**config.mk**
```make
export PLATFORM = sky130hd
export DESIGN_NAME = seq_divider
export DESIGN_NICKNAME = d
export VERILOG_FILES = /design/src/rtl/div_pkg.sv /design/src/rtl/div_step.sv /design/src/rtl/seq_divider.sv
export SDC_FILE = /design/constraint.sdc
export NUM_CORES = 1
export LEC_CHECK = 0
export CORE_AREA = 2 2 150 152
export DETAILED_ROUTE_END_ITERATION = 12
export DIE_AREA = 0 0 152 154
export GPL_TIMING_DRIVEN = 0
export PLACE_DENSITY = 0.79
export SLEW_MARGIN = 20
export SYNTH_ARGS = -nofsm -noshare
export SYNTH_HDL_FRONTEND = slang
export SYNTH_SLANG_ARGS = --single-unit
```
**constraint.sdc**
```tcl
create_clock -name clock -period 4.2 [get_ports clock]
set_input_delay 0.42 -clock clock [delete_from_list [all_inputs] [get_ports clock]]
set_output_delay 0.42 -clock clock [all_outputs]
set_load 0.05 [all_outputs]
```
**src/rtl/div_pkg.sv**
```systemverilog
// Shared definitions for the sequential divider: controller state encoding
// and the default operand width.
package div_pkg;

  // Controller states: idle, iterate, sign/zero fix-up, result pulse.
  typedef enum logic [1:0] {
    ST_IDLE = 2'd0,
    ST_RUN  = 2'd1,
    ST_FIX  = 2'd2,
    ST_DONE = 2'd3
  } div_state_e;

  // Default operand and result width in bits.
  localparam int DIV_WIDTH_DEFAULT = 32;

endpackage : div_pkg

```
**src/rtl/div_step.sv**
```systemverilog
// One restoring division iteration, purely combinational.
// The partial remainder is shifted left taking in the next dividend bit
// (MSB of the quotient/dividend shift register), the divisor is trial
// subtracted, and the result is kept or restored. The new quotient bit is
// shifted into the LSB of the quotient/dividend register.
module div_step
  import div_pkg::*;
#(
  parameter int WIDTH = DIV_WIDTH_DEFAULT
) (
  input  logic [WIDTH-1:0] i_rem,
  input  logic [WIDTH-1:0] i_quo,
  input  logic [WIDTH-1:0] i_dvs,
  output logic [WIDTH-1:0] o_rem,
  output logic [WIDTH-1:0] o_quo
);

  logic [WIDTH:0] w_shifted;
  logic [WIDTH:0] w_trial;
  logic           w_fits;

  // Partial remainder is always below the divisor, so the shifted value fits
  // in WIDTH+1 bits and a non-negative trial difference fits in WIDTH bits;
  // bit WIDTH of the difference is therefore a clean borrow flag.
  assign w_shifted = {i_rem, i_quo[WIDTH-1]};
  assign w_trial   = w_shifted - {1'b0, i_dvs};
  assign w_fits    = ~w_trial[WIDTH];

  assign o_rem = w_fits ? w_trial[WIDTH-1:0] : w_shifted[WIDTH-1:0];

  // Quotient/dividend register shifts left by one, new quotient bit enters LSB.
  assign o_quo[0] = w_fits;
  generate
    for (genvar gi = 1; gi < WIDTH; gi++) begin : g_quo_shift
      assign o_quo[gi] = i_quo[gi-1];
    end
  endgenerate

endmodule : div_step

```
**src/rtl/seq_divider.sv**
```systemverilog
// Sequential restoring divider, one quotient bit per clock.
// Flow: IDLE -> RUN (one operand conditioning cycle, then WIDTH iterations)
//       -> FIX (sign correction / zero-divisor override) -> DONE -> IDLE.
// done is high WIDTH+2 edges after the accepting edge.
// Build option: define SEQ_DIVIDER_SIGNED_EN for two's complement operands
// (quotient truncated toward zero, remainder takes the dividend's sign).
// Without it operands are unsigned; the FIX cycle is kept either way so the
// latency does not depend on the build.
module seq_divider
  import div_pkg::*;
#(
  parameter int WIDTH = DIV_WIDTH_DEFAULT
) (
  input  logic             clock,
  input  logic             reset_n,
  input  logic             start,
  input  logic [WIDTH-1:0] dividend,
  input  logic [WIDTH-1:0] divisor,
  output logic             ready,
  output logic             done,
  output logic [WIDTH-1:0] quotient,
  output logic [WIDTH-1:0] remainder,
  output logic             div_by_zero
);

  localparam int               CNT_W     = $clog2(WIDTH + 1);
  localparam logic [CNT_W-1:0] LAST_STEP = CNT_W'(WIDTH);
  localparam logic [CNT_W-1:0] CNT_ONE   = CNT_W'(1);

  // Controller state and iteration counter. Count 0 is the conditioning
  // cycle; counts 1..WIDTH are the shift/subtract iterations.
  div_state_e       r_state;
  logic [CNT_W-1:0] r_cnt;

  // Operands exactly as presented at the accepting edge.
  logic [WIDTH-1:0] r_op_a;
  logic [WIDTH-1:0] r_op_b;

  // Working registers: partial remainder, quotient/dividend shifter, divisor
  // magnitude.
  logic [WIDTH-1:0] r_rem;
  logic [WIDTH-1:0] r_quo;
  logic [WIDTH-1:0] r_dvs;

  // Registered outputs.
  logic             r_ready;
  logic             r_done;
  logic             r_dbz;
  logic [WIDTH-1:0] r_quotient;
  logic [WIDTH-1:0] r_remainder;

  logic [WIDTH-1:0] w_step_rem;
  logic [WIDTH-1:0] w_step_quo;
  logic [WIDTH-1:0] w_mag_a;
  logic [WIDTH-1:0] w_mag_b;
  logic [WIDTH-1:0] w_fix_quo;
  logic [WIDTH-1:0] w_fix_rem;
  logic             w_b_zero;

  div_step #(
    .WIDTH (WIDTH)
  ) u_step (
    .i_rem (r_rem),
    .i_quo (r_quo),
    .i_dvs (r_dvs),
    .o_rem (w_step_rem),
    .o_quo (w_step_quo)
  );

  assign w_b_zero = (r_op_b == '0);

`ifdef SEQ_DIVIDER_SIGNED_EN
  // Divide magnitudes; the most-negative value's magnitude is 2^(WIDTH-1),
  // which still fits as an unsigned WIDTH-bit number.
  assign w_mag_a = r_op_a[WIDTH-1] ? -r_op_a : r_op_a;
  assign w_mag_b = r_op_b[WIDTH-1] ? -r_op_b : r_op_b;
`else
  assign w_mag_a = r_op_a;
  assign w_mag_b = r_op_b;
`endif

  // Final result: apply signs from the original operands, then let a zero
  // divisor override everything with all-ones quotient and dividend remainder.
  always_comb begin
    w_fix_quo = r_quo;
    w_fix_rem = r_rem;
`ifdef SEQ_DIVIDER_SIGNED_EN
    if (r_op_a[WIDTH-1] ^ r_op_b[WIDTH-1]) begin
      w_fix_quo = -r_quo;
    end
    if (r_op_a[WIDTH-1]) begin
      w_fix_rem = -r_rem;
    end
`endif
    if (w_b_zero) begin
      w_fix_quo = '1;
      w_fix_rem = r_op_a;
    end
  end

  // Controller, datapath registers and registered outputs.
  always_ff @(posedge clock or negedge reset_n) begin
    if (!reset_n) begin
      r_state     <= ST_IDLE;
      r_cnt       <= '0;
      r_op_a      <= '0;
      r_op_b      <= '0;
      r_rem       <= '0;
      r_quo       <= '0;
      r_dvs       <= '0;
      r_ready     <= 1'b1;
      r_done      <= 1'b0;
      r_dbz       <= 1'b0;
      r_quotient  <= '0;
      r_remainder <= '0;
    end else begin
      case (r_state)
        ST_IDLE: begin
          if (start) begin
            r_op_a  <= dividend;
            r_op_b  <= divisor;
            r_cnt   <= '0;
            r_ready <= 1'b0;
            r_state <= ST_RUN;
          end
        end

        ST_RUN: begin
          if (r_cnt == '0) begin
            // Conditioning cycle: load magnitudes, clear partial remainder.
            r_rem <= '0;
            r_quo <= w_mag_a;
            r_dvs <= w_mag_b;
          end else begin
            r_rem <= w_step_rem;
            r_quo <= w_step_quo;
          end
          if (r_cnt == LAST_STEP) begin
            r_state <= ST_FIX;
          end
          r_cnt <= r_cnt + CNT_ONE;
        end

        ST_FIX: begin
          r_quotient  <= w_fix_quo;
          r_remainder <= w_fix_rem;
          r_dbz       <= w_b_zero;
          r_done      <= 1'b1;
          r_state     <= ST_DONE;
        end

        ST_DONE: begin
          r_done  <= 1'b0;
          r_ready <= 1'b1;
          r_state <= ST_IDLE;
        end

        default: begin
          r_done  <= 1'b0;
          r_ready <= 1'b1;
          r_state <= ST_IDLE;
        end
      endcase
    end
  end

  assign ready       = r_ready;
  assign done        = r_done;
  assign quotient    = r_quotient;
  assign remainder   = r_remainder;
  assign div_by_zero = r_dbz;

endmodule : seq_divider

```
==> Word level (Yosys, flattened, before mapping) <==
Index checks and enable logic that the tools add are counted.
{ "totals": {"register_bits": 235, "in_bits": 67, "output_inout_bits": 67, "word_cells": 45} }
{ "classes": {"add_sub_neg": 2, "n_eq_ne": 6, "n_mux": 13, "bitwise_logic": 1, "n_reduce_logical": 11} }
{ "op_table": {"columns": ["op", "count"], "rows": [
  ["$mux 32", 5],
  ["$sub 33x32->33", 1],
  ["$logic_not 32->1", 1],
  ["$pmux 6 s2", 1],
  ["$reduce_and 2->1", 5],
  ["$pmux 2 s4", 1],
  ["$add 6x1->6 const B", 1],
  ["$eq 6x6->1 const B", 1],
  ["$logic_not 6->1", 1],
  ["$mux 6", 1],
  ["$reduce_bool 2->1", 3],
  ["$eq 2x2->1 const B", 2],
  ["$mux 2", 2],
  ["$ne 2x2->1 const B", 2],
  ["$pmux 1 s2", 2],
  ["$eq 2x1->1 const B", 1],
  ["$logic_not 2->1", 1],
  ["$mux 1", 1],
  ["$not 1->1", 1]
]} }

==> Logic depth before layout (Yosys ltp) <==
Gate-level depths: netlist (run 1).
{ "depth": {"ltp_word": 3, "ltp_mapped": 14, "mapped_depth_nobuf": 13} }

==> Cells and area by module <==
From an unflattened synthesis (run 1), not the netlist that was laid out.
{ "unflattened": {"cells_unflattened": 1213, "hier_area_um2": 12500.7} }
{ "by_module_without_submodules": {"columns": ["module", "n_inst", "cells_per_inst", "area_per_inst_um2", "seq_area_each_um2"], "rows": [
  ["seq_divider", 1, 876, 9902.0, 5881.9],
  ["div_step", 1, 337, 2598.7, 0.0]
]} }

==> Worst setup path after synthesis (run 1) <==
No wires, ideal clock.
{ "synth_path": {"path_type": "flip-flop to flip-flop", "from": "register r_quo[31]", "to": "register r_rem[31]", "setup_time_ps": 69, "t_arrival_ps": 2921, "t_required_ps": 4131, "slack_ps": 1210, "path_stages_with_launch": 14, "path_buffers": 0, "synth_period_minus_slack_ps": 2990, "cell_sequence": "dfrtp_1 inv_1 ha_1 inv_1 fa_1 a21o_1 a221oi_2 o21ai_2 a21oi_4 o21ai_2 a31oi_4 xor2_4 or4_1 nand3_1"} }
{ "synth_between": {"elab_chain_len": 3} }
{ "synth_rtl": {"columns": ["item", "line", "rtl"], "rows": [
  ["start, declared", "seq_divider.sv:42", "logic [WIDTH-1:0] r_quo;"],
  ["start signal, assigned", "seq_divider.sv:132", "r_quo <= w_mag_a;"],
  ["start signal, assigned", "seq_divider.sv:136", "r_quo <= w_step_quo;"],
  ["$sub 33x32->33", "div_step.sv:26", "assign w_trial = w_shifted - {1'b0, i_dvs};"],
  ["$mux 32", "div_step.sv:29", "assign o_rem = w_fits ? w_trial[WIDTH-1:0] : w_shifted[WIDTH-1:0];"],
  ["$mux 32", "seq_divider.sv:129", "if (r_cnt == '0) begin"],
  ["end signal, assigned", "seq_divider.sv:135", "r_rem <= w_step_rem;"],
  ["end, declared", "seq_divider.sv:41", "logic [WIDTH-1:0] r_rem;"]
]} }
No other way between the ends.
A chain may end at the register's enable or synchronous reset.

==> Worst setup path in the final report (run 1) <==
{ "layout_path": {"from": "register r_quo[31]", "to": "register r_rem[4]"} }
Same word-level chain as after synthesis.

==> results of run 1 <==
-- layout by cell type, fill, tap and decap left out, drive strengths merged, types with 3 or more instances in the layout --
cell             n
nand2b           5
o211a            3
ha              38
mux2i           92
clkinv           4
nor4            13
nor2b            6
nor3             6
a22o             3
o2bb2ai         29
clkdlybuf4s50  132
o21ai           24
mux2            97
o21bai           4
a21oi          130
xor2            10
buf             23
xnor2           20
o211ai           3
dfrtp          234
a31oi           11
o31ai            3
nand2           32
nand4            8
inv             46
and3             7
o21a             4
a21o            17
clkbuf          80
nor2           154
nand3           11
-- synth_stat cells (2+ instances only) --
cell type  count  area (sq um)
nand2b_1       5          31.3
o21a_1         4          30.0
a211oi_1       2          15.0
o31a_1         2          17.5
nand2_1       32           120
buf_1         13          48.8
nand4_1        8          50.1
and2_1         2          12.5
nand3_1       11          55.1
dfrtp_1      234          5860
a21oi_1      129           646
a31oi_1       10          62.6
mux2_2        97          1090
a21o_1        17           128
xnor2_1       19           166
mux2i_1       92           921
nor2b_1        6          37.5
o21bai_1       4          30.0
o211a_1        3          30.0
nor4b_1        2          17.5
o21ai_0       21           105
clkbuf_1      43           161
o2bb2ai_1     29           254
ha_1          38           475
a22o_1         3          26.3
o31ai_1        3          22.5
nor4_1        13          81.3
buf_2          4          20.0
and3_1         7          43.8
xor2_1         9          78.8
o211ai_1       3          22.5
o21ai_2        2          17.5
nor3_1         6          30.0
buf_6          3          33.8
inv_1         45           169
nor2_1       154           578
-- worst max-delay path: stages (launching register included) --
cell       delay [ns]
dfrtp_1          0.41
inv_1            0.16
ha_1             0.21
inv_1            0.06
fa_1             0.40
a21o_1           0.23
a221oi_2         0.32
o21ai_2          0.17
a21oi_4          0.23
o21ai_2          0.16
a31oi_4          0.33
xnor2_2          0.21
buf_6            0.23
mux2i_1          0.23
o2bb2ai_1        0.08
-- flip-flops by register name, summed over array words and instances, names as in the netlist --
register     count
quotient        32
r_dvs           32
r_op_a          32
r_op_b          32
r_quo           32
r_rem           32
remainder       32
r_cnt            6
r_state          2
div_by_zero      1
done             1
ready            1
-- routing by layer --
metal	up-vias	GRT usage	routed length [um]
li1	4203	-	-
met3	48	0.0313	1260
met1	4380	0.334	12800
met5	-	0	0
met4	0	0.0672	684
met2	230	0.387	13300
-- through the flow --
stage | TNS (ns) | hold slack [ns] | util | total power [uW] | setup WS, ns
after floorplan | 0 | 0.124 | - | 9120 | 1.21
after global placement | -1640.65 | 0.489 | 0.619 | 10900 | -7.02
after detailed placement | 0 | 0.382 | 0.622 | 11100 | 0.702
after CTS | 0 | 0.423 | 0.659 | 13300 | 0.652
after global routing | 0 | 0.464 | 0.659 | 14200 | 0.427
final | 0 | 0.412 | 0.659 | 13300 | 0.635
-- report_power, final --
| part | leakage [uW] | switching [uW] | internal, uW |
|---|---|---|---|
| clock network | 0.000389 | 883 | 1260 |
| logic | 0.00312 | 4090 | 2810 |
| registers | 0.00278 | 919 | 3350 |
-- worst paths after layout --
path	start	to	slack, ns	cells after the start
worst max-delay path	r_quo[31]$_DFFE_PN0P_	r_rem[4]$_DFFE_PN0P_	0.64	14
worst min-delay path	reset_n	r_op_b[25]$_DFFE_PN0P_	0.41	2
worst max register to register	r_quo[31]$_DFFE_PN0P_	r_rem[4]$_DFFE_PN0P_	0.64	14
worst min register to register	r_dvs[3]$_DFFE_PN0P_	r_dvs[3]$_DFFE_PN0P_	0.50	1
max in group asynchronous	reset_n	ready$_DFFE_PN1P_	2.59	4
min in group clock	r_dvs[3]$_DFFE_PN0P_	r_dvs[3]$_DFFE_PN0P_	0.50	1
-- kinds of logic (layout without fill, tap and decap cells) --
family	Yosys count	in the layout	share of synthesized area
AOI/OAI and AO/OA	244	244	0.131
adders and majority gates	39	39	0.0422
xor gates and xnor gates	30	30	0.0246
DFF	235	235	0.501
and+or+nand+nor	250	250	0.0926
muxes	189	189	0.171
buffers and inverters	109	289	0.0372
-- cell type report --
class                           count  share of cell area
Inverter                           46              0.0121
Clock inverter                      7             0.00481
Sequential cell                   235               0.411
Tap cell                          280              0.0245
Multi-Input combinational cell    752               0.380
Clock buffer                       37              0.0511
Timing Repair Buffer              136              0.0980
Buffer                             63              0.0185
==> results.txt, run 1 <==
The mapped cell area came out at 11700 sq um. The number of nets in the final layout is 1364. The number of DRC violations after detailed-routing iteration 0 is 575. The placed cell count is 1511. The post-route DRC violation count is 0.

The clock slew seen by the registers of the worst setup and hold paths is 0.06 ns. The floorplan die width came out at 152 um. The clock network latency to the later pin of the worst-skew pair came out at 0.52 ns. In this run the clock root is driven by a clkbuf_16. The number of hold violations in the final report was 0. The number of nets produced by synthesis is 1202. The post-DP HPWL is 20600 um.

The sequential cell area came out at 5880 sq um. The footprint of the multi-input gates came out at approximately 5400 sq um. The via-per-instance ratio is roughly 5.7.

The synthesized netlist cell count came out at 1096. In this run the worst hold path is classified as input pin to asynchronous set/reset pin. The data arrival time of the critical path is 3.94 ns. Summed over all cells, the static leakage comes to 0.00629 uW. In this run the count of I/O pins placed on the die edge is 134. VDD sags by at most 338 uV. The maximum level of the CTS H-tree is 1. The final-report max-slew violation count came out at 0. The layout overhead on the synthesized area is 21.7%. For this run, the total global-route usage over all layers was measured as 0.236. The number of nets with antenna violations after detailed routing is 0. TritonCTS built the clock tree. 0 antenna diodes ended up in the layout. The post-CTS setup buffer count is 0.

The post-CTS resize count came out at 0. The floorplan step defined a core boundary enclosing 21700 sq um. The proportion of layout cells with a drive suffix above 1 is 0.121. The clock period minus worst slack came out at between 3 and 4 ns. At the worst endpoint, the required time is 4.57 ns. Yosys mapped a number of flops with a built-in enable equal to 0.

The final instance area is 14300 sq um. The post-synthesis sequential area ratio came out at 0.501. The placement row count is 54. The maximum fanout along the worst path came out at 10. Across the run, the number of max-cap violations was 0.

The worst setup path is launched from a flip-flop. Entering global routing, the biggest net connects 97 pins. The number of fillers in the final layout is around 1.7k. The power density relative to cell area is 931 nW/um^2.

The number of hold buffers added after CTS was 1. The routed design has ~28000 um of wire. TritonCTS created 24 clock buffers. Setup repair after global routing left no endpoint under its margin. The number of sinks handled by clock tree synthesis came out at 235.

Routability-driven placement finished with a final weighted congestion of about 0.91. Derived from the worst setup path, the maximum achievable clock frequency is roughly 280 MHz. For this configuration, the core starts out at a cell density of 0.541. The type of element capturing the critical path is a flip-flop. The post-detailed-route wirelength per cell came out at about 18 um.

The number of port buffers came out at roughly 130. At the pin with the least slew margin, the transition time is approximately 0.97 ns. By startpoint and endpoint, the worst setup path is classified as flip-flop to flip-flop.

The post-route clock period utilization came out at 0.849. The pre-antenna-repair detailed-routing pass consisted of 5 iterations. The mean cell area of the mapped netlist came out at 10.7 sq um. The final route contains 8861 vias.

The number of buffers on the longest clock path is 3. The initial antenna violation count came out at 0. The prevailing post-synth register cell is dfrtp_1.

The number of global-route vias before repair is a little under 9k. The number of distinct library cells after synthesis is 57. The first global-routing pass estimated 45300 um of wire. The final non-filler cell total came out at 1556. The flow ran to the end, and the final reports show no timing, DRC or antenna violations.

The share of async-settable or async-resettable flops after synthesis came out at 1.00. The die outline area came out at 23400 sq um. The setup skew after layout is approximately 0.010 ns.

The sum of overflow across all layers after global routing is 0. The post-synthesis sequential element count is between 200 and 250. The number of setup violations in the final report came out at 0. The placed standard-cell area came out at 13500 sq um.

The warning count from the yosys run is 0. The worst pin sits at a relative slew slack of 0.357. The height of the die is 154 um.
Power figures use the tool's default switching activity.
==> run 2: changes to the inputs <==
- CORE_AREA: 2 2 150 152 -> 2 2 155 157
- DIE_AREA: 0 0 152 154 -> 0 0 157 159
- PLACE_DENSITY: 0.79 -> 0.78
- clock period: 4.2 -> 3.1 ns (I/O delays scaled with it)
==> results.txt, run 2 (same netlist as run 1, synthesis figures left out) <==
Run status: finished, final reports clean (unchanged). The CTS tree is built (unchanged). The launch point of the critical path is r_quo[31]$_DFFE_PN0P_ (unchanged). The number of global-route vias before repair came out at 8965 (was 8649).

The tightest hold margin came out at 0.325 ns (was 0.412 ns). The leakage power total is 0.00638 uW (was 0.00629 uW). The type of origin of the critical path was a flip-flop (unchanged).

The height of the die came out at 159 um (was 154 um). The worst reg2reg path endpoint is r_rem[28]$_DFFE_PN0P_ (was r_rem[4]$_DFFE_PN0P_). The maximum fanout along the worst path came out at 6 (was 10).

The power density relative to cell area is 1270 nW/um^2 (was 931 nW/um^2). The proportion of layout cells with a drive suffix above 1 was 0.140 (was 0.121). The number of nets with antenna violations after detailed routing was 0 (unchanged). The post-route DRC violation count is 0 (unchanged).

By instance count, the cell type seen most on the critical path is inv_2. The highest-delay cell along the critical path is dfrtp_1 (unchanged). The type of element capturing the critical path was a flip-flop (unchanged).

The net switching component of the power came out at 8100 uW (was 5890 uW). The clock period minus worst slack came out at 3.08 ns (was 3.56 ns). The clock slew seen by the registers of the worst setup and hold paths is 0.06 ns (about the same). The floorplan die width is 157 um (was 152 um). The maximum level of the CTS H-tree is 1 (unchanged). The layout overhead on the synthesized area is 23.7% (was 21.7%). The length of the first detailed-routing pass in iterations is 5 (unchanged). Cell breakdown of the critical path: inv_2, ha_4, inv_2, fa_2, a21o_1, a221oi_2, o21ai_2, a21oi_4, o21ai_4, a31oi_4, buf_12, xnor2_4, buf_6, mux2i_1, o2bb2ai_1 (was inv_1, ha_1, inv_1, fa_1, a21o_1, a221oi_2, o21ai_2, a21oi_4, o21ai_2, a31oi_4, xnor2_2, buf_6, mux2i_1, o2bb2ai_1). The floorplan core area is 23200 sq um (was 21700 sq um). The post-route clock period utilization is 0.993 (was 0.849). The number of hold violations in the final report came out at 0 (unchanged). The worst reg2reg path startpoint is r_quo[31]$_DFFE_PN0P_ (unchanged). The data arrival time of the critical path is 3.46 ns (was 3.94 ns). The tightest slew margin relative to the limit came out at 0.357 (about the same).

The number of cell instances on the worst register-to-register path is 15 (was 14). The worst supply voltage drop on vdd is 458 uV (was 338 uV). The core utilization of the finished layout is 0.626 (was 0.659). The internal power consumption was 10300 uW (was 7420 uW). The die outline area came out at 25000 sq um (was 23400 sq um). The part of the total power dissipated in combinational logic is 0.525 (was 0.518).

The number of nets in the final layout is 1375 (was 1364). The required arrival time at the worst endpoint was 3.48 ns (was 4.57 ns). The count of max-cap constraint violations is 0 (unchanged). The number of DRC violations after detailed-routing iteration 0 is 612 (was 575). The minimum setup slack after placement is -0.396 ns (was 0.702 ns).

The setup skew after layout was 0.0150 ns (was 0.0104 ns). The post-DP HPWL came out at 21600 um (was 20600 um). Setup repair after global routing missed its margin: yes (was no).

The final instance area is 14500 sq um (was 14300 sq um). The most common library cell in the layout ignoring fill and taps was dfrtp_1 (unchanged). The initial antenna violation count came out at 0 (unchanged).

The sum of overflow across all layers after global routing came out at 0 (unchanged). The capture point of the worst path is r_rem[28]$_DFFE_PN0P_ (was r_rem[4]$_DFFE_PN0P_). The final weighted congestion in routability-driven placement came out at 0.882 (was 0.911). The clock network latency to the later pin of the worst-skew pair is 0.53 ns (was 0.52 ns). The type of the worst setup path was flip-flop to flip-flop (unchanged). The final-report max-slew violation count is 0 (unchanged). The placed standard-cell area is 13500 sq um (about the same). Leading cell types in the layout, fill and taps excluded: 234 x dfrtp_1, 154 x nor2_1, 132 x clkdlybuf4s50_1 (unchanged). The fmax came out at 325 MHz (was 281 MHz).

The placement row count came to 56 (was 54). The number of inserted diodes is 0 (unchanged). The worst stage delay on the critical path was 0.40 ns (was 0.41 ns). The effective utilization at floorplan came out at 0.506 (was 0.541). The type of the worst min-delay path was input pin to asynchronous set/reset pin (unchanged). The number of top-level pins was 134 (unchanged). The global routing usage summed across all routing layers came to 0.235 (was 0.236).

The number of port buffers came to 133 (unchanged). The sequential power share is 0.314 (was 0.321). The total detailed-routing wirelength came out at 29300 um (was 28000 um). The slew at the pin closest to its max-slew limit came to 0.964 ns (was 0.965 ns). The buffer cell driving the clock tree root was clkbuf_16 (unchanged). The post-detailed-route wirelength per cell is 18.3 um (was 18.0 um). The number of sinks handled by clock tree synthesis came to 235 (unchanged). The via-per-instance ratio came out at 5.54 (was 5.69).

The setup slack of the critical path after layout came out at 0.0209 ns (was 0.635 ns). The global-route wire length before repair is 47100 um (was 45300 um). The number of buffers on the longest clock path came out at 3 (unchanged). The worst setup slack for register-to-register paths is 0.02 ns (was 0.64 ns).

The CTS buffer count came out at 25 (was 24). The clock share of power is 0.162 (was 0.161). The pin count of the biggest net entering global routing came to 94 (was 97). The number of setup violations in the final report came out at 0 (unchanged). The detailed-route via count came out at 8868 (was 8861). The net switching share of the total power came out at 0.440 (was 0.443).
[run 2: cell count changes in the layout (fill, tap and decap cells not counted), sizes merged]
cell	previous run	this run
buf	23	35
clkinvlp	2	0
clkinv	4	8
bufinv	1	3
xor2	10	11
clkbuf	80	70
[run 2: final cells by class]
class / count / area (sq um)
fillers: 1866 / 8670
plain buffers: 60 / 255
repair buffers: 148 / 1510
inverters: 46 / 173
multi-input cells: 753 / 5500
flip-flops and latches: 235 / 5880
clock inverters: 11 / 134
well taps: 319 / 399
clock buffers: 30 / 674
[run 2: stage by stage]
step	std cells	total power [uW]	setup TNS, ns
finish	1602	18400	0
CTS	1603	18400	-0.0315
global route	1602	19600	-2.57
detailed placement	1550	15100	-13.35
global placement	1548	14900	-1882.35
floorplan	1096	12400	0
[run 2: worst min path at each step]
stage                          start                      end  slack [ns]  cells past startpoint
2_1_floorplan                reset_n  div_by_zero$_DFFE_PN0P_        0.01                      0
3_3_place_gp   r_dvs[23]$_DFFE_PN0P_    r_dvs[23]$_DFFE_PN0P_        0.49                      1
3_5_place_dp                 reset_n   r_op_b[28]$_DFFE_PN0P_        0.27                      1
4_1_cts                      reset_n   r_op_b[16]$_DFFE_PN0P_        0.31                      2
5_1_grt                      reset_n   r_op_b[30]$_DFFE_PN0P_        0.37                      2
6_report                     reset_n   r_op_b[30]$_DFFE_PN0P_        0.32                      2
[run 2: power by group through the flow]
stage / combinational (uW) / clock, uW / sequential (uW)
after floorplan: 5610 / 0 / 6740
after global placement: 9160 / 0 / 5720
after detailed placement: 9360 / 0 / 5780
after CTS: 9650 / 3020 / 5750
after global routing: 10500 / 3150 / 5940
final: 9660 / 2970 / 5770
[run 2: worst max-delay path, delay by kind of cell (launching register included)]
family                     cells  cell delay (ns)
muxes                          1             0.19
adders and majority gates      2             0.51
AOI/OAI and AO/OA              7             1.17
xor gates and xnor gates       1             0.18
DFF                            1             0.40
buffers and inverters          4             0.51
[run 2: layer usage]
metal,up-vias,global-route usage,wire [um]
li1,4232,-,-
met3,45,0.0316,1440
met5,-,0,0
met2,218,0.390,14000
met4,0,0.0642,709
met1,4373,0.326,13200
[run 2: repair_timing]
action	in CTS	in global routing
endpoints found under the hold margin	60	0
pin swaps	10	3
buffers inserted	9	0
hold buffers	1	0
gates cloned	4	0
gates resized for setup	14	6
endpoints found under the setup margin	53	48
==> run 3: changes to the inputs <==
- CORE_AREA: 2 2 155 157 -> 2 2 152 154
- CTS_BUF_LIST: default -> sky130_fd_sc_hd__clkbuf_8
- DIE_AREA: 0 0 157 159 -> 0 0 154 156
- HOLD_SLACK_MARGIN: default -> 0.15
- PLACE_DENSITY: 0.78 -> 0.8
==> results.txt, run 3 (same netlist as run 1, synthesis figures left out) <==
The number of fillers in the final layout came out at 1723 (was 1866). The number of sinks handled by clock tree synthesis came out at 235 (unchanged). The most common library cell in the layout ignoring fill and taps is dfrtp_1 (unchanged). The final instance area is 14600 sq um (was 14500 sq um).

The worst stage delay on the critical path came to 0.49 ns (was 0.40 ns). The highest-delay cell along the critical path is or4_1 (was dfrtp_1). The setup skew after layout is 0.0248 ns (was 0.0150 ns). The cell type with the highest occurrence count on the critical path is inv_2 (unchanged). The clock network latency to the later pin of the worst-skew pair is 0.55 ns (was 0.53 ns). The number of top-level pins is 134 (unchanged). The clock period minus worst slack is 3.17 ns (was 3.08 ns). The via-per-instance ratio came out at 5.62 (was 5.54). The buffer cell driving the clock tree root is clkbuf_8 (was clkbuf_16). The total detailed-routing wirelength is 29200 um (was 29300 um). The floorplan core area is 22400 sq um (was 23200 sq um). The fmax came to 316 MHz (was 325 MHz). Cell breakdown of the critical path: inv_2, ha_4, inv_2, fa_2, a21o_1, a221oi_2, o21ai_2, a21oi_4, o21ai_4, a31oi_4, buf_6, xor2_4, or4_1, nand3_1 (was inv_2, ha_4, inv_2, fa_2, a21o_1, a221oi_2, o21ai_2, a21oi_4, o21ai_4, a31oi_4, buf_12, xnor2_4, buf_6, mux2i_1, o2bb2ai_1). The routing usage on met3 is 0.0431 (was 0.0316). The slew at the pin closest to its max-slew limit came out at 0.905 ns (was 0.964 ns).

The initial antenna violation count is 0 (unchanged). The critical path buffer and inverter count came to 3 (was 4). The number of DRC violations after detailed-routing iteration 0 is 624 (was 612). The post-DP HPWL is 21200 um (was 21600 um). The proportion of layout cells with a drive suffix above 1 is 0.154 (was 0.140). The final-report max-slew violation count was 0 (unchanged). The type of the worst setup path is flip-flop to flip-flop (unchanged).

The maximum level of the CTS H-tree is 2 (was 1). Run status: finished with violations (was finished, final reports clean). The required arrival time at the worst endpoint came out at 3.57 ns (was 3.48 ns). The sequential cell area came out at 5880 sq um (unchanged).

The met1 track demand over resource came out at 0.331 (was 0.326). The clock slew seen by the registers of the worst setup and hold paths came out at 0.06 ns (about the same). The tightest hold margin is 0.278 ns (was 0.325 ns). The setup slack of the critical path after layout came out at -0.0653 ns (was 0.0209 ns). The net switching component of the power came to 8210 uW (was 8100 uW). The placed standard-cell area is 13500 sq um (about the same). The post-route clock period utilization came out at 1.02 (was 0.993). The internal power consumption is 10300 uW (about the same). Leading cell types in the layout, fill and taps excluded: 234 x dfrtp_1, 154 x nor2_1, 132 x clkdlybuf4s50_1 (unchanged).

The placed cell count came out at 1516 (was 1550). The peak-usage layer in the global routing report is met2 (unchanged). The footprint of the multi-input gates was 5490 sq um (was 5500 sq um). The length of the first detailed-routing pass in iterations is 5 (unchanged). The number of port buffers was 133 (unchanged). The pin count of the biggest net entering global routing is 102 (was 94).

The number of global-route vias before repair is 9156 (was 8965). The part of the total power dissipated in combinational logic came to 0.531 (was 0.525). The global-route wire length before repair was 47500 um (was 47100 um). The number of buffers on the longest clock path is 3 (unchanged). The CTS tree is built (unchanged). The detailed-route via count came out at 9019 (was 8868).

The net switching share of the total power is 0.445 (was 0.440). The type of element capturing the critical path was a flip-flop (unchanged). The total design power is 18500 uW (was 18400 uW). The clock share of power is 0.155 (was 0.162). The post-detailed-route wirelength per cell came to 18.2 um (was 18.3 um). The tightest slew margin relative to the limit is 0.397 (was 0.357). The number of nets with antenna violations after detailed routing is 0 (unchanged).

The checks that failed: setup timing. The worst supply voltage drop on vdd was 487 uV (was 458 uV). The number of inserted diodes came out at 0 (unchanged). The number of nets in the final layout is 1395 (was 1375). The post-route DRC violation count came to 0 (unchanged). The final non-filler cell total was 1604 (was 1602). The CTS buffer count is 40 (was 25). The number of hold violations in the final report came to 0 (unchanged).

The type of the worst min-delay path is input pin to asynchronous set/reset pin (unchanged). The leakage power total came out at 0.00648 uW (was 0.00638 uW). The floorplan die width came to 154 um (was 157 um).

The global-route track usage on met2 came out at 0.405 (was 0.390). Setup repair after global routing missed its margin: yes (unchanged). The data arrival time of the critical path is 3.64 ns (was 3.46 ns). The global routing usage summed across all routing layers is 0.247 (was 0.235).

The type of origin of the critical path is a flip-flop (unchanged). The sequential power share came out at 0.313 (was 0.314). The height of the die came out at 156 um (was 159 um). The worst setup slack for register-to-register paths is -0.07 ns (was 0.02 ns). The cell type group with the largest total delay on the critical path was compound AO/OA/AOI/OAI gates (unchanged). The count of max-cap constraint violations is 0 (unchanged).

The placement row count came to 55 (was 56). The final weighted congestion in routability-driven placement is 0.886 (was 0.882). The power density relative to cell area came out at 1270 nW/um^2 (about the same).

The layout overhead on the synthesized area was 24.2% (was 23.7%). The die outline area was 24000 sq um (was 25000 sq um). The sum of overflow across all layers after global routing came out at 0 (unchanged). The number of setup violations in the final report came out at 17 (was 0). The minimum setup slack after placement came out at -0.448 ns (was -0.396 ns). The maximum fanout along the worst path is 8 (was 6). The effective utilization at floorplan is 0.525 (was 0.506).
==> run 3: cell count changes in the layout (fill, tap and decap cells not counted), moves of 2 or more <==
cell / before / now
clkinv_2: 7 / 2
clkinvlp_4: 0 / 2
mux2i_1: 92 / 90
inv_1: 43 / 56
clkbuf_8: 3 / 53
mux2i_2: 0 / 2
buf_4: 8 / 10
clkbuf_16: 25 / 0
buf_8: 1 / 5
bufinv_16: 3 / 1
==> run 3: per-layer routing <==
layer | vias up | wire length (um)
li1 | 4273 | -
met1 | 4409 | 12700
met2 | 270 | 13900
met3 | 67 | 1600
met4 | 0 | 993
met5 | - | 0
==> run 3: what timing repair did <==
item                                   CTS  global route
hold buffers                             1             0
buffers inserted                        13             2
resized for setup                       18            10
endpoints found under the hold margin   60             0
gates cloned                             2             0
pin swaps                               11             5
setup endpoints to repair               40            33
==> run 3: layout make-up <==
class / count / share of cell area
plain buffers: 61 / 0.0182
clock buffers: 53 / 0.0500
repair buffers: 153 / 0.108
flip-flops and latches: 235 / 0.403
well taps: 285 / 0.0244
clock inverters: 19 / 0.00772
inverters: 46 / 0.0118
multi-input cells: 752 / 0.376
==> run 3: per-stage QoR <==
stage               utilization  TNS (ns)
floorplan                     -         0
global placement          0.601  -1865.29
detailed placement        0.603    -12.30
CTS                       0.650    -0.221
global route              0.652     -3.95
finish                    0.652    -0.326
==> run 3: power by group through the flow <==
stage               logic (uW)  clock network [uW]  registers [uW]
floorplan                 5610                   0            6740
global placement          9050                   0            5730
detailed placement        9320                   0            5790
CTS                       9710                2920            5760
global route             10700                3050            5960
finish                    9810                2870            5790
==> run 3: worst paths after layout <==
| check | from | end | depth (start not counted) |
|---|---|---|---|
| setup / recovery | r_quo[31]$_DFFE_PN0P_ | r_rem[31]$_DFFE_PN0P_ | 14 |
| max in group asynchronous | reset_n | r_op_b[21]$_DFFE_PN0P_ | 3 |
| setup reg to reg | r_quo[31]$_DFFE_PN0P_ | r_rem[31]$_DFFE_PN0P_ | 14 |
| hold reg to reg | r_dvs[5]$_DFFE_PN0P_ | r_dvs[5]$_DFFE_PN0P_ | 1 |
| min in group clock | dividend[5] | r_op_a[5]$_DFFE_PN0P_ | 2 |
| hold / removal | reset_n | quotient[2]$_DFFE_PN0P_ | 2 |
==> run 3: worst reg2reg max path, cell delays in order (launching register included) <==
cell      delay (ns)
dfrtp_1         0.41
inv_2           0.11
ha_4            0.15
inv_2           0.04
fa_2            0.35
a21o_1          0.19
a221oi_2        0.31
o21ai_2         0.13
a21oi_4         0.20
o21ai_4         0.10
a31oi_4         0.25
buf_6           0.16
xor2_4          0.12
or4_1           0.49
nand3_1         0.08
